## config.mk

```make
export PLATFORM = sky130hd
export DESIGN_NAME = cluster_clock_gating_ctrl_flat
export DESIGN_NICKNAME = d
export VERILOG_FILES = /design/src/rtl/cluster_clock_gating_ctrl_if.sv /design/src/rtl/cluster_clock_gating_ctrl.sv /design/src/flat_wrapper.sv
export SDC_FILE = /design/constraint.sdc
export NUM_CORES = 1
export LEC_CHECK = 0
export CAP_MARGIN = 25
export CELL_PAD_IN_SITES_DETAIL_PLACEMENT = 0
export CELL_PAD_IN_SITES_GLOBAL_PLACEMENT = 1
export CORE_ASPECT_RATIO = 0.5
export CORE_MARGIN = 2
export CORE_UTILIZATION = 38
export CTS_BUF_LIST = sky130_fd_sc_hd__clkbuf_16
export DETAILED_ROUTE_END_ITERATION = 16
export PLACE_DENSITY = 0.76
export SYNTH_ARGS = -nofsm -noshare
export SYNTH_HDL_FRONTEND = slang
export SYNTH_SLANG_ARGS = --single-unit
```

## constraint.sdc

```tcl
create_clock -name clk_i -period 4.68 [get_ports clk_i]
set_clock_uncertainty 0.1 [all_clocks]
set_input_delay 1.404 -clock clk_i [delete_from_list [all_inputs] [get_ports clk_i]]
set_output_delay 1.404 -clock clk_i [all_outputs]
set_load 0.02 [all_outputs]
```

## src/rtl/cluster_clock_gating_ctrl_if.sv

```systemverilog
// Per-channel control/status bundle between cluster power management and the
// clock gating controller.
interface cluster_clock_gating_ctrl_if #(
  parameter int NUM_CH = 4
);
  logic [NUM_CH-1:0] sw_en_i;
  logic [NUM_CH-1:0] busy_i;
  logic [NUM_CH-1:0] wake_req_i;
  logic [NUM_CH-1:0] wake_ack_o;
  logic [NUM_CH-1:0] gated_o;

  modport master (
    output sw_en_i, busy_i, wake_req_i,
    input  wake_ack_o, gated_o
  );

  modport slave (
    input  sw_en_i, busy_i, wake_req_i,
    output wake_ack_o, gated_o
  );
endinterface

```

## src/rtl/cluster_clock_gating_ctrl.sv

```systemverilog
// Multi-channel cluster clock gate: per-channel idle-hysteresis FSM driving a
// glitch-free latch-based gate cell, with busy/force/handshake wake-up.
module cluster_clock_gating_ctrl #(
  parameter int NUM_CH   = 4,
  parameter int IDLE_W   = 8,
  parameter int WAKE_LAT = 2
) (
  input  logic                      clk_i,
  input  logic                      rst_i,
  input  logic                      test_en_i,
  input  logic [IDLE_W-1:0]         idle_thresh_i,
  cluster_clock_gating_ctrl_if.slave ctl,
  output logic [NUM_CH-1:0]         clk_o
);

  localparam int WC_W = (WAKE_LAT > 1) ? $clog2(WAKE_LAT) : 1;
  localparam logic [WC_W-1:0] WAKE_LAST = WC_W'(WAKE_LAT - 1);

  typedef enum logic [1:0] {
    ST_RUN   = 2'd0,
    ST_GATED = 2'd1,
    ST_WAKE  = 2'd2
  } state_e;

  state_e            r_state     [NUM_CH];
  state_e            w_state_nxt [NUM_CH];
  logic [IDLE_W-1:0] r_idle_cnt  [NUM_CH];
  logic [IDLE_W-1:0] w_idle_nxt  [NUM_CH];
  logic [WC_W-1:0]   r_wake_cnt  [NUM_CH];
  logic [WC_W-1:0]   w_wake_nxt  [NUM_CH];
  logic [NUM_CH-1:0] r_en;
  logic [NUM_CH-1:0] w_en_nxt;
  logic [NUM_CH-1:0] r_ack;
  logic [NUM_CH-1:0] w_ack_nxt;
  logic [NUM_CH-1:0] r_latch;
  logic [NUM_CH-1:0] w_act;
  logic [IDLE_W-1:0] w_thresh_m1;
  logic              w_auto_gate;

  assign w_act       = ctl.busy_i | ctl.sw_en_i | ctl.wake_req_i;
  assign w_auto_gate = (idle_thresh_i != '0);
  assign w_thresh_m1 = idle_thresh_i - IDLE_W'(1);

  // NOTE: every next-state variable gets its hold value first, so no path
  // through this block leaves a signal unassigned and no latch is inferred.
  always_comb begin
    for (int ch = 0; ch < NUM_CH; ch++) begin
      w_state_nxt[ch] = r_state[ch];
      w_idle_nxt[ch]  = r_idle_cnt[ch];
      w_wake_nxt[ch]  = r_wake_cnt[ch];
      w_en_nxt[ch]    = r_en[ch];
      w_ack_nxt[ch]   = (r_state[ch] == ST_RUN) && ctl.wake_req_i[ch];

      case (r_state[ch])
        ST_RUN: begin
          if (w_act[ch] || !w_auto_gate) begin
            w_idle_nxt[ch] = '0;
          end else if (r_idle_cnt[ch] >= w_thresh_m1) begin
            // >= so a threshold lowered below the running count gates at once
            w_state_nxt[ch] = ST_GATED;
            w_en_nxt[ch]    = 1'b0;
          end else begin
            w_idle_nxt[ch] = r_idle_cnt[ch] + IDLE_W'(1);
          end
        end
        ST_GATED: begin
          if (w_act[ch]) begin
            w_state_nxt[ch] = ST_WAKE;
            w_en_nxt[ch]    = 1'b1;
            w_wake_nxt[ch]  = '0;
          end
        end
        ST_WAKE: begin
          if (r_wake_cnt[ch] == WAKE_LAST) begin
            w_state_nxt[ch] = ST_RUN;
            w_idle_nxt[ch]  = '0;
          end else begin
            w_wake_nxt[ch] = r_wake_cnt[ch] + WC_W'(1);
          end
        end
        default: begin
          w_state_nxt[ch] = ST_RUN;
          w_en_nxt[ch]    = 1'b1;
          w_idle_nxt[ch]  = '0;
        end
      endcase
    end
  end

  // NOTE: state registers use non-blocking assignments so every channel
  // samples the pre-edge values regardless of statement order.
  always_ff @(posedge clk_i) begin
    if (rst_i) begin
      for (int ch = 0; ch < NUM_CH; ch++) begin
        r_state[ch]    <= ST_RUN;
        r_idle_cnt[ch] <= '0;
        r_wake_cnt[ch] <= '0;
      end
      r_en  <= '1;
      r_ack <= '0;
    end else begin
      for (int ch = 0; ch < NUM_CH; ch++) begin
        r_state[ch]    <= w_state_nxt[ch];
        r_idle_cnt[ch] <= w_idle_nxt[ch];
        r_wake_cnt[ch] <= w_wake_nxt[ch];
      end
      r_en  <= w_en_nxt;
      r_ack <= w_ack_nxt;
    end
  end

  // NOTE: this latch is intentional: it only follows the enable while clk_i
  // is low, so clk_o can change only on full-width high phases.
  always_latch begin
    if (!clk_i) r_latch <= r_en | {NUM_CH{test_en_i}};
  end

  assign clk_o = {NUM_CH{clk_i}} & r_latch;

  always_comb begin
    for (int ch = 0; ch < NUM_CH; ch++) begin
      ctl.gated_o[ch] = (r_state[ch] == ST_GATED);
    end
  end

  assign ctl.wake_ack_o = r_ack;

endmodule

```

## src/flat_wrapper.sv

```systemverilog
// flat-port wrapper written by rule: the top's interface ports become plain ports
module cluster_clock_gating_ctrl_flat 
#(
  parameter int NUM_CH   = 4,
  parameter int IDLE_W   = 8,
  parameter int WAKE_LAT = 2
)
  (clk_i, rst_i, test_en_i, idle_thresh_i, clk_o, ctl_sw_en_i, ctl_busy_i, ctl_wake_req_i, ctl_wake_ack_o, ctl_gated_o);
  cluster_clock_gating_ctrl_if #(.NUM_CH(NUM_CH)) ctl_i ();
  input  logic clk_i;
  input  logic rst_i;
  input  logic test_en_i;
  input  logic [IDLE_W-1:0] idle_thresh_i;
  output logic [NUM_CH-1:0] clk_o;
  input wire logic [$bits(ctl_i.sw_en_i)-1:0] ctl_sw_en_i;
  input wire logic [$bits(ctl_i.busy_i)-1:0] ctl_busy_i;
  input wire logic [$bits(ctl_i.wake_req_i)-1:0] ctl_wake_req_i;
  output wire logic [$bits(ctl_i.wake_ack_o)-1:0] ctl_wake_ack_o;
  output wire logic [$bits(ctl_i.gated_o)-1:0] ctl_gated_o;
  assign ctl_i.sw_en_i = ctl_sw_en_i;
  assign ctl_i.busy_i = ctl_busy_i;
  assign ctl_i.wake_req_i = ctl_wake_req_i;
  assign ctl_wake_ack_o = ctl_i.wake_ack_o;
  assign ctl_gated_o = ctl_i.gated_o;
  cluster_clock_gating_ctrl #(.NUM_CH(NUM_CH), .IDLE_W(IDLE_W), .WAKE_LAT(WAKE_LAT)) u_core (.clk_i(clk_i), .rst_i(rst_i), .test_en_i(test_en_i), .idle_thresh_i(idle_thresh_i), .ctl(ctl_i), .clk_o(clk_o));
endmodule
```

* Yosys cells after proc, flatten, opt, wreduce, memory -nomap -nowiden
Memories as Yosys holds them, arrays and structs flattened.
Index checks and enable logic that the tools add are counted.
** Storage, ports and cells
- Memory bits (writable) :: 44
- Bits in registers :: 8
- Bits in latches :: 4
- Word-level logic and storage cells :: 164
- Memories :: 3
- Bits of input ports :: 23
** Memory list
- u_core.r_idle_cnt :: depth 4, bits a word 8, read ports 4, clocked after Yosys merged registers in 0, write ports 4, RTL line cluster_clock_gating_ctrl.sv:27 : logic [IDLE_W-1:0] r_idle_cnt [NUM_CH];
- u_core.r_state :: depth 4, bits a word 2, read ports 4, clocked after Yosys merged registers in 0, write ports 4, RTL line cluster_clock_gating_ctrl.sv:25 : state_e r_state [NUM_CH];
- u_core.r_wake_cnt :: depth 4, bits a word 1, read ports 4, clocked after Yosys merged registers in 0, write ports 4, RTL line cluster_clock_gating_ctrl.sv:29 : logic [WC_W-1:0] r_wake_cnt [NUM_CH];
** Cells by class
- Eq/ne operators :: 20
- Reductions and logical operators :: 18
- $add $sub $neg :: 9
- Bitwise logic cells :: 20
- Magnitude comparators :: 4
- Mux-type cells :: 81
** Operator list (number)
- $mux 8 :: 16
- $pmux 8 s3 :: 4
- $mux 2 :: 20
- $add 8x1->8 const B :: 4
- $ge 8x8->1 :: 4
- $mux 1 :: 27
- $pmux 2 s3 :: 4
- $ne 2x2->1 const B :: 8
- $reduce_and 4->1 :: 4
- $or 1x1->1 :: 12
- $or 4x4->4 :: 3
- $pmux 1 s3 :: 4
- $eq 2x1->1 const B :: 4
- $eq 2x2->1 const B :: 4
- $logic_not 2->1 :: 4
- $mux 4 :: 2
- $ne 2x1->1 const B :: 4
- $pmux 1 s2 :: 4
- $reduce_bool 8->1 :: 1
- $sub 8x1->8 const B :: 1
- $add 1x1->1 const B :: 4
- $and 4x4->4 :: 1
- $logic_and 1x1->1 :: 4
- $logic_or 1x1->1 :: 4
- 2 further kinds :: 5

* Longest topological paths before layout
- Depth after elaboration :: 6
- Mapped depth :: 13
- Gate-level depth less buffers :: 13

==> metrics <==
status finished with violations; violated checks negative setup slack; Fin. Hold Viols 0; wire length of the first global-routing pass 14400 um; DRC 0; final net count 525; most common cell after layout, fill and taps aside o21ai_0; HP Start u_core.r_en[1]; # diodes 0; Comb power frac 0.084; Pint 974 uW; r2r startpoint u_core.r_en[0]; worst-skew pair later-pin latency 0.41 ns; Clock transition at path regs 0.07 ns; total track usage 0.194; detailed-route vias per instance 5.35; Hold Crit Depth 2; fill count 865; Layout Utilization 0.491; Worst Path Arrival 3.42 ns; synthesized area per cell 8.03 sq um; Hold Crit Class flop to flop; number of synthesized flops with an enable pin 0; CP startpoint kind latch; detailed placement HPWL 6350 um; antenna viol nets, final 0; highest net fanout along the worst path 1; Sw Pwr 357 uW; setup tns final -0.960 ns; Crit Path Class latch to output port; Core ar. 8650 sq um; post-layout worst setup margin -0.246 ns; Layout Area Growth over Synthesis 26.5%; Placer Congestion 0.813; flops & latches, synth 56; Post-CTS Hold Buffers 0; Max VDD drop 0.217 mV; Slew @ Worst Pin 0.441 ns; Seq pwr share 0.353; Net Sw Frac 0.268; total power 1.33 mW; WL per Instance 14.6 um; DR iter-0 viols 196; Overflow after GRT 0; R2R depth 1; FF-to-FF setup slack 1.66 ns; crit end category output port; Pre-antenna DRT Iters 4; Die W 137 um; setup repair after global routing missed its margin yes; full die area 9640 sq um; CP required 3.18 ns; slew margin rel. 0.704; Slew Viols, Final 0; CTS tree built; vias in the first global route 3027; top_reg_cell synth dfxtp_1; share of layout cells above drive strength 1 0.138; Die Y-Extent 70.5 um; synth warn 0; largest net degree at the start of global routing 16; Mapped Cells 418; part of the power in the clock network 0.563; PortBufs 34; FP Rows 24; IO Pins 35; WHS 0.384 ns; via count 3182; Final Setup Violations 8; reg-to-reg endpoint u_core.r_latch[0]; Power Density 313 nW/um^2; async set-reset flop share out of synthesis 0; library cells used by synthesis 53; terminating pin of the worst hold path u_core.r_en[1]; # Max-Cap Violations 0; most frequent cells in the layout o21ai_0 (56), dfxtp_1 (52), nor2_1 (33), clkdlybuf4s50_1 (30); Starting Density 0.388; wirelength, routed 8690 um; Synth Net Count 467; Pleak 1.75 nW; Design Area, Final 4250 sq um; synthesized area 3360 sq um; post-CTS setup buffers 0; initial antenna violation count 0; Area after DPL 3960 sq um
[Yosys cell counts, drive strengths merged, types with 9 or more instances]
cell type,n,share of area
and2,9,0.017
nor2,33,0.037
o31ai,11,0.025
a21oi,23,0.034
nand3,20,0.030
nand2b,17,0.034
inv,15,0.017
and3,17,0.032
o21ai,58,0.087
dfxtp,52,0.31
nand2,27,0.030
ha,26,0.097
[per-stage QoR]
step / instances / worst slack [ns]
6_report: 595 / -0.246
5_1_grt: 595 / -0.277
4_1_cts: 595 / -0.261
3_5_place_dp: 582 / -0.304
3_3_place_gp: 582 / -0.219
2_1_floorplan: 418 / 0.108
[how the worst max path moves through the flow]
stage	startpoint	to	slack, ns	cells after the start
floorplan	idle_thresh_i[0]	u_core.r_idle_cnt[2][6]	0.11	13
global placement	u_core.r_latch[0]	clk_o[0]	-0.22	2
detailed placement	idle_thresh_i[0]	u_core.r_idle_cnt[2][6]	-0.30	14
CTS	u_core.r_latch[2]	clk_o[2]	-0.26	2
global route	u_core.r_latch[1]	clk_o[1]	-0.28	2
finish	u_core.r_latch[1]	clk_o[1]	-0.25	2
[what timing repair did]
item | in CTS | in global routing
setup endpoints to repair | 8 | 13
gates resized for setup | 29 | 7
pin swaps | 3 | 0
[state kept, by name (all words and copies together), names as in the netlist]
name	count
u_core.r_en	4
u_core.r_wake_cnt	4
u_core.r_idle_cnt	32
u_core.r_latch	4
u_core.r_state	8
u_core.ctl.wake_ack_o	4
[final cells by class]
class | instances | area (sq um) | area share
Clock inverter | 4 | 15.0 | 0.00354
Sequential cell | 56 | 1100 | 0.260
Clock buffer | 13 | 270 | 0.0636
Tap cell | 117 | 146 | 0.0345
Multi-Input combinational cell | 332 | 2150 | 0.506
Timing Repair Buffer | 57 | 503 | 0.118
Inverter | 16 | 60.1 | 0.0141
[routing by layer]
layer | up-vias | wire (um) | global-route usage
li1 | 1641 | - | -
met1 | 1463 | 4200 | 0.261
met2 | 59 | 3740 | 0.287
met3 | 19 | 543 | 0.0610
met4 | 0 | 200 | 0.0825
met5 | - | 0 | 0
[power by group through the flow]
stage | Clock, mW | Combinational (mW) | Sequential (mW)
3_3_place_gp | 0.137 | 0.109 | 0.481
3_5_place_dp | 0.137 | 0.110 | 0.481
2_1_floorplan | 0.0730 | 0.0517 | 0.483
4_1_cts | 0.768 | 0.111 | 0.470
6_report | 0.749 | 0.111 | 0.470
5_1_grt | 0.797 | 0.124 | 0.470
[worst max-delay path, cell delays in order (launching register included)]
cell	delay, ns
dlxtn_2	0.40
and2_4	0.13
buf_6	0.11
[cell families (layout without fill, tap and decap cells)]
group	count (synthesis)	after routing	synth area share
mux	1	1	0.00298
compound gates	130	130	0.234
fa+ha+maj	32	32	0.116
flops	52	52	0.310
latches	4	4	0.0179
xor+xnor	5	5	0.0130
buf+inv	30	90	0.0447
simple gates	164	164	0.261
(Power assumes the default switching activity.)
